### config.mk
export PLATFORM = sky130hd
export DESIGN_NAME = rc4_prga_decrypt
export DESIGN_NICKNAME = d
export VERILOG_FILES = /design/src/rtl/rc4_pkg.sv /design/src/rtl/rc4_char_check.sv /design/src/rtl/rc4_prga_decrypt.sv
export SDC_FILE = /design/constraint.sdc
export NUM_CORES = 1
export LEC_CHECK = 0
export ABC_AREA = 1
export CORE_MARGIN = 4
export CORE_UTILIZATION = 40
export DETAILED_ROUTE_END_ITERATION = 8
export PLACE_DENSITY_LB_ADDON = 0.1
export SLEW_MARGIN = 10
export SYNTH_ARGS = -nofsm -noshare
export SYNTH_HDL_FRONTEND = slang
export SYNTH_HIERARCHICAL = 1
export SYNTH_SLANG_ARGS = --single-unit
### constraint.sdc
create_clock -name clk -period 2 [get_ports clk]
set_input_delay 0.6 -clock clk [delete_from_list [all_inputs] [get_ports clk]]
set_output_delay 0.6 -clock clk [all_outputs]
set_load 0.01 [all_outputs]
### src/rtl/rc4_pkg.sv
// rc4_pkg: shared state type and default constants for the RC4 PRGA decrypt engine.
package rc4_pkg;
    localparam int         RC4_DATA_W  = 8;
    localparam logic [7:0] RC4_CHAR_LO = 8'h61;
    localparam logic [7:0] RC4_CHAR_HI = 8'h7A;
    localparam logic [7:0] RC4_CHAR_SP = 8'h20;

    typedef enum logic [3:0] {
        IDLE,
        RD_SI,
        WT_SI,
        RD_SJ,
        WT_SJ,
        WR_SI,
        WR_SJ,
        RD_F,
        WT_F,
        WR_OUT,
        NEXT,
        DONE
    } state_e;
endpackage

### src/rtl/rc4_char_check.sv
// rc4_char_check: combinational plaintext legality predicate.
//   char_i  : candidate plaintext symbol
//   legal_o : 1 when CHAR_LO <= char_i <= CHAR_HI or char_i == CHAR_SP
module rc4_char_check
    import rc4_pkg::*;
#(
    parameter int                DATA_W  = RC4_DATA_W,
    parameter logic [DATA_W-1:0] CHAR_LO = DATA_W'(RC4_CHAR_LO),
    parameter logic [DATA_W-1:0] CHAR_HI = DATA_W'(RC4_CHAR_HI),
    parameter logic [DATA_W-1:0] CHAR_SP = DATA_W'(RC4_CHAR_SP)
) (
    input  logic [DATA_W-1:0] char_i,
    output logic              legal_o
);
    assign legal_o = (char_i >= CHAR_LO && char_i <= CHAR_HI) || char_i == CHAR_SP;
endmodule

### src/rtl/rc4_prga_decrypt.sv
// rc4_prga_decrypt: RC4 keystream generation over a pre-initialised S RAM, XOR with ciphertext, plaintext out.
//   clk, reset               : clock, synchronous active-high reset
//   start                    : begin a pass (honoured only in IDLE or DONE)
//   busy, done               : pass in progress / pass finished
//   valid_msg, abort         : DONE result, all bytes legal / stopped on an illegal byte
//   s_addr/s_wdata/s_we      : S RAM port, s_rdata returns one cycle after the address
//   msg_addr/msg_rdata       : ciphertext ROM, one cycle latency
//   out_addr/out_wdata/out_we: plaintext RAM write port
module rc4_prga_decrypt
    import rc4_pkg::*;
#(
    parameter int                DATA_W   = RC4_DATA_W,
    parameter int                MSG_LEN  = 32,
    parameter int                MSG_AW   = (MSG_LEN > 1) ? $clog2(MSG_LEN) : 1,
    parameter bit                CHECK_EN = 1'b1,
    parameter logic [DATA_W-1:0] CHAR_LO  = DATA_W'(RC4_CHAR_LO),
    parameter logic [DATA_W-1:0] CHAR_HI  = DATA_W'(RC4_CHAR_HI),
    parameter logic [DATA_W-1:0] CHAR_SP  = DATA_W'(RC4_CHAR_SP)
) (
    input  logic              clk,
    input  logic              reset,
    input  logic              start,
    output logic              busy,
    output logic              done,
    output logic              valid_msg,
    output logic              abort,
    output logic [DATA_W-1:0] s_addr,
    output logic [DATA_W-1:0] s_wdata,
    output logic              s_we,
    input  logic [DATA_W-1:0] s_rdata,
    output logic [MSG_AW-1:0] msg_addr,
    input  logic [DATA_W-1:0] msg_rdata,
    output logic [MSG_AW-1:0] out_addr,
    output logic [DATA_W-1:0] out_wdata,
    output logic              out_we
);
    state_e            state_q, state_d;
    logic [DATA_W-1:0] i_q, i_d, j_q, j_d, si_q, si_d, sj_q, sj_d, f_q, f_d, c_q, c_d;
    logic [MSG_AW-1:0] k_q, k_d;
    logic              bad_q, bad_d;
    logic              legal;
    logic [DATA_W-1:0] pt;

    assign pt = f_q ^ c_q;

    rc4_char_check #(
        .DATA_W (DATA_W),
        .CHAR_LO(CHAR_LO),
        .CHAR_HI(CHAR_HI),
        .CHAR_SP(CHAR_SP)
    ) u_char_check (
        .char_i (pt),
        .legal_o(legal)
    );

    always_ff @(posedge clk) begin
        if (reset) begin
            state_q <= IDLE;
            i_q     <= '0;
            j_q     <= '0;
            k_q     <= '0;
            si_q    <= '0;
            sj_q    <= '0;
            f_q     <= '0;
            c_q     <= '0;
            bad_q   <= 1'b0;
        end else begin
            state_q <= state_d;
            i_q     <= i_d;
            j_q     <= j_d;
            k_q     <= k_d;
            si_q    <= si_d;
            sj_q    <= sj_d;
            f_q     <= f_d;
            c_q     <= c_d;
            bad_q   <= bad_d;
        end
    end

    always_comb begin
        state_d = state_q;
        i_d     = i_q;
        j_d     = j_q;
        k_d     = k_q;
        si_d    = si_q;
        sj_d    = sj_q;
        f_d     = f_q;
        c_d     = c_q;
        bad_d   = bad_q;
        case (state_q)
            IDLE, DONE: begin
                if (start) begin
                    state_d = RD_SI;
                    i_d     = '0;
                    j_d     = '0;
                    k_d     = '0;
                    bad_d   = 1'b0;
                end
            end
            RD_SI: begin
                i_d     = i_q + DATA_W'(1);
                state_d = WT_SI;
            end
            WT_SI: begin
                si_d    = s_rdata;
                j_d     = j_q + s_rdata;
                state_d = RD_SJ;
            end
            RD_SJ:  state_d = WT_SJ;
            WT_SJ: begin
                sj_d    = s_rdata;
                state_d = WR_SI;
            end
            WR_SI:  state_d = WR_SJ;
            WR_SJ:  state_d = RD_F;
            RD_F:   state_d = WT_F;
            WT_F: begin
                f_d     = s_rdata;
                c_d     = msg_rdata;
                state_d = WR_OUT;
            end
            WR_OUT: begin
                bad_d   = CHECK_EN && !legal;
                state_d = NEXT;
            end
            NEXT: begin
                if (bad_q || k_q == MSG_AW'(MSG_LEN - 1)) begin
                    state_d = DONE;
                end else begin
                    k_d     = k_q + MSG_AW'(1);
                    state_d = RD_SI;
                end
            end
            default: state_d = IDLE;
        endcase
    end

    // i and j are distinct registers, so when i == j the WR_SJ write simply
    // overwrites WR_SI with the same value (si == sj).
    always_comb begin
        busy      = !(state_q inside {IDLE, DONE});
        done      = state_q == DONE;
        valid_msg = state_q == DONE && !bad_q;
        abort     = state_q == DONE && bad_q;
        s_addr    = '0;
        s_wdata   = '0;
        s_we      = 1'b0;
        msg_addr  = '0;
        out_addr  = '0;
        out_wdata = '0;
        out_we    = 1'b0;
        case (state_q)
            RD_SI:  s_addr = i_q + DATA_W'(1);
            RD_SJ:  s_addr = j_q;
            WR_SI: begin
                s_addr  = i_q;
                s_wdata = sj_q;
                s_we    = 1'b1;
            end
            WR_SJ: begin
                s_addr  = j_q;
                s_wdata = si_q;
                s_we    = 1'b1;
            end
            RD_F: begin
                s_addr   = si_q + sj_q;
                msg_addr = k_q;
            end
            WR_OUT: begin
                out_addr  = k_q;
                out_wdata = pt;
                out_we    = 1'b1;
            end
            default: ;
        endcase
    end
endmodule

==> flow_results.org <==
** Logic synthesis
- The Yosys step of the flow raised 6 warnings.
- Of all flip-flops after synthesis, the portion carrying an async set or reset was 0%.
- In this run the biggest area consumer among cell types represents 33.1% of the synthesized area.
- Number of instances in the synthesized netlist :: 528
- Top cells by area in the synthesized netlist :: dfxtp_1 (33%), nand2_1 (10%), nor2_1 (8.6%)
- Dividing the synthesized area by the synthesized cell count gives 6.65 sq um.
- The synthesized netlist contains 34 unique library cells.
- Cell type contributing the most total cell area after synthesis :: dfxtp_1
- The most common cell in the synthesized netlist is nand2_1.
- Sorting the synthesized cells by how often they occur yields nand2_1 (95), nor2_1 (80), dfxtp_1 (58), nand3_1 (55), inv_1 (54).
- In this run the cell area of the synthesized design comes to 3510 sq um.
- Counting every net in the synthesized netlist gives 566.
- Portion of the post-synthesis area used by sequential elements :: 33.1%
- In this run, synthesis produced a sequential element count of 58.
- Yosys mapped a number of flops with a built-in enable equal to 0.
- The most used flip-flop cell after synthesis is dfxtp_1.

** Placed design
- Dpl cell area :: 4790 sq um
- Post-DP HPWL :: 7770 microns
- The congestion estimate from routability-driven global placement came to 0.871.
- Input and output buffers added on the ports amount to 58.

** Power and ir drop
- Switching fraction of total power :: 32.2%
- The share of total power dissipated in sequential elements is 36.6%.
- The analysis attributes to net switching a power of 1170 uW.
- In this run the power density over the cells is 666 nW/um^2.
- Summed over all cells, the static leakage comes to 0.00264 uW.
- Worst vdd rail ir drop :: 0.372 mV
- Combinational share of power :: 28.9%
- The clock network accounts for 34.5% of the total power.
- Design internal power :: 2470 uW

** STA
- Clock skew on the completed layout was measured at 0.0106 ns.
- In the finished design, the share of the clock period the worst path needs comes to 123%.
- Total of endpoints with negative setup slack in the final report :: 37
- For the pin with the worst max-slew slack, the measured transition is 0.357 ns.
- The final number of hold-violating endpoints was 0.
- Static timing analysis puts the maximum clock frequency at 0.405 GHz.
- After routing, the total negative slack on setup checks comes to -6.91 ns.
- For the finished layout, the period the worst path requires is 2.47 ns.
- Number of max-slew violations in the final report :: 0
- Unrepaired setup endpoints after global routing :: yes
- Worst slew margin relative to its limit :: 76.2%
- After layout, the worst setup slack is -0.467 ns.

** Detailed routing
- In the final routed layout, each cell accounts on average for 14.5 microns.
- Detail Route Antenna Nets :: 0
- Summed over all layers, the routed wires come to 11500 microns.
- The pre-antenna-repair detailed-routing pass consisted of 4 iterations.
- Detailed-route DRC error count :: 0
- Using the TritonRoute via totals, the vias-per-cell ratio works out to 5.13.
- In this run, the number of DRC markers left after iteration 0 of detailed routing was 134.
- Count of vias placed by the detailed router :: 4080

** Hold path
- In this run the most critical hold path is launched from c_q[1].
- Hold Path Sink :: c_q[1]
- Worst hold path type :: flip-flop to flip-flop
- The worst hold path passes through 2 cells.

** Critical path
- Crit Path Class :: flip-flop to output pin
- Worst stage delay on the critical path :: 0.36 ns
- Critical Path End Type :: output pin
- Counting cells, the worst reg-to-reg path comes to 11.
- Critical Path AT :: 1.87 ns
- Along the worst path, the maximum fanout reaches 3.
- CP required :: 1.40 ns
- In this run the critical register-to-register path is captured at j_q[3].
- The signal on the critical path passes through ha_4 -> fa_2 -> buf_4 -> or2_4 -> nand3_2 -> nand3_2 -> buf_6.
- Tracing the worst setup path back leads to its startpoint at si_q[0].
- The most numerous cell type found on the critical path is nand3_2.
- The worst register-to-register path has a setup slack of 0.32 ns.
- The worst register-to-register path begins at state_q[0].
- The slowest stage of the critical path belongs to the cell fa_2.
- STA classifies the critical path startpoint as a flip-flop.

** Layout
- Multi-input logic area :: 2360 sq um
- The area growth from synthesis to layout is 55.8%.
- Final Instance Area :: 5470 sq um
- The number of antenna diodes in the final layout is 0.
- Final-stage net count :: 723
- Sequential cell area :: 1190 sq um
- Share of layout cells above drive strength 1 :: 38.8%
- The filler cells instantiated in the layout total 735.

** Clock network
- Cts hold-fix bufs :: 0
- Clock Latency Late Sink :: 0.35 ns
- CTS placed an instance of clkbuf_8 at the clock tree root.
- CTS tree :: done
- The clock net in this run drives a total of 58 sinks.
- Number of buffers created by CTS :: 9
- After clock tree synthesis, the clock-pin slew on the worst setup and hold paths is 0.08 ns.
- CTS H-Tree Depth :: 3
- Maximum clock path buffer count :: 2

** Floorplan
- Row Count :: 33
- The floorplan step set the die height to 102 microns.
- I/O pin cnt :: 59
- For this configuration, the core starts out at a cell density of 41.9%.
- In this run the horizontal extent of the chip is 102 microns.
- Core outline area :: 8380 sq um
- The floorplan step defined a die boundary enclosing 10300 sq um.

** GRT
- Entering global routing, the biggest net connects 37 pins.
- For this run the aggregate overflow at the end of global routing stands at 0.
- Global routing used 22.1% of the available tracks across all layers.
- The number of antenna violations at the first check in global routing is 0.
- Vias in the first global route :: 3902
- Wire length of the first global-routing pass :: 18300 microns

** Flow run
- Max-cap violations in this run came to 0.

** Run status
- The flow ran to the end, but the final reports show violations.
- The final reports fail on setup timing.
-- cell type report --
type	count	area share (%)
clock inverters	7	1.85
flip-flops and latches	58	21.8
clock buffers	9	2.27
inverters	59	4.32
repair buffers	160	24.1
multi-input cells	397	43.2
well taps	105	2.40
-- power by group through the flow --
stage	combinational, uW	clock (uW)	sequential (uW)
after floorplan	452	0	1310
after global placement	844	0	1330
after detailed placement	857	0	1330
after CTS	944	1270	1330
after global routing	1150	1330	1340
final	1050	1260	1330
-- flip-flops by register name (all words and copies together), names as in the netlist --
register,flops
state_q,4
sj_q,8
j_q,8
c_q,8
i_q,8
k_q,5
f_q,8
bad_q,1
si_q,8
-- per-stage QoR --
stage	cells	power (uW)	hold slack, ns	util [%]	setup WS [ns]
finish	795	3640	0.472	65.2	-0.467
global route	795	3820	0.495	65.2	-0.504
CTS	782	3550	0.475	61.3	-0.390
detailed placement	756	2190	0.461	57.1	-0.560
global placement	756	2170	0.450	57.1	-0.536
floorplan	528	1760	0.441	-	0.0126
-- how the worst max path moves through the flow --
| stage | end | slack [ns] | cells after the start |
|---|---|---|---|
| after detailed placement | s_addr[6] | -0.56 | 10 |
| after floorplan | s_addr[2] | 0.01 | 5 |
| final | s_addr[2] | -0.47 | 7 |
| after CTS | s_addr[6] | -0.39 | 9 |
| after global routing | s_addr[6] | -0.50 | 10 |
| after global placement | s_addr[6] | -0.54 | 10 |
-- routing by layer --
metal | wire length (microns) | track usage, % | vias up
li1 | - | - | 2055
met1 | 4890 | 28.0 | 1902
met2 | 5920 | 38.8 | 103
met3 | 501 | 3.79 | 20
met4 | 209 | 5.73 | 0
met5 | 0 | 0 | -
-- worst max-delay path: cells and delay by family, from the launching register on --
kind,cells,cell delay [ns]
fa+ha+maj,2,0.52
simple gates,3,0.37
flops,1,0.34
buf+inv,2,0.28
-- placed cells by master, fill, tap and decap left out, drive strengths merged, types with 8 or more instances in the layout --
cell           Yosys  final
ha                17     17
or2                9      9
clkdlybuf4s50      0     18
a22o               8      8
nand3             55     55
nor2              90     90
dfxtp             58     58
o21ai             43     43
inv               59     60
nand2             98     98
buf                8    141
clkbuf             6      9
a21oi             51     51
-- kinds of logic (layout without fill, tap and decap cells) --
group	after synthesis	in the layout	share of synthesized area, %
and+or+nand+nor	261	261	32.4
DFF	58	58	33.1
adders and majority gates	19	19	7.20
buffers and inverters	73	235	8.48
AOI/OAI and AO/OA	115	115	18.4
xor gates and xnor gates	2	2	0.499
-- repair_timing --
item,in CTS,in global routing
cloned,1,0
pin swaps,18,17
buffers inserted,9,15
endpoints found under the hold margin,0,0
gates resized for setup,228,68
endpoints found under the setup margin,40,41
No activity file was read; power rests on OpenSTA's default activity.
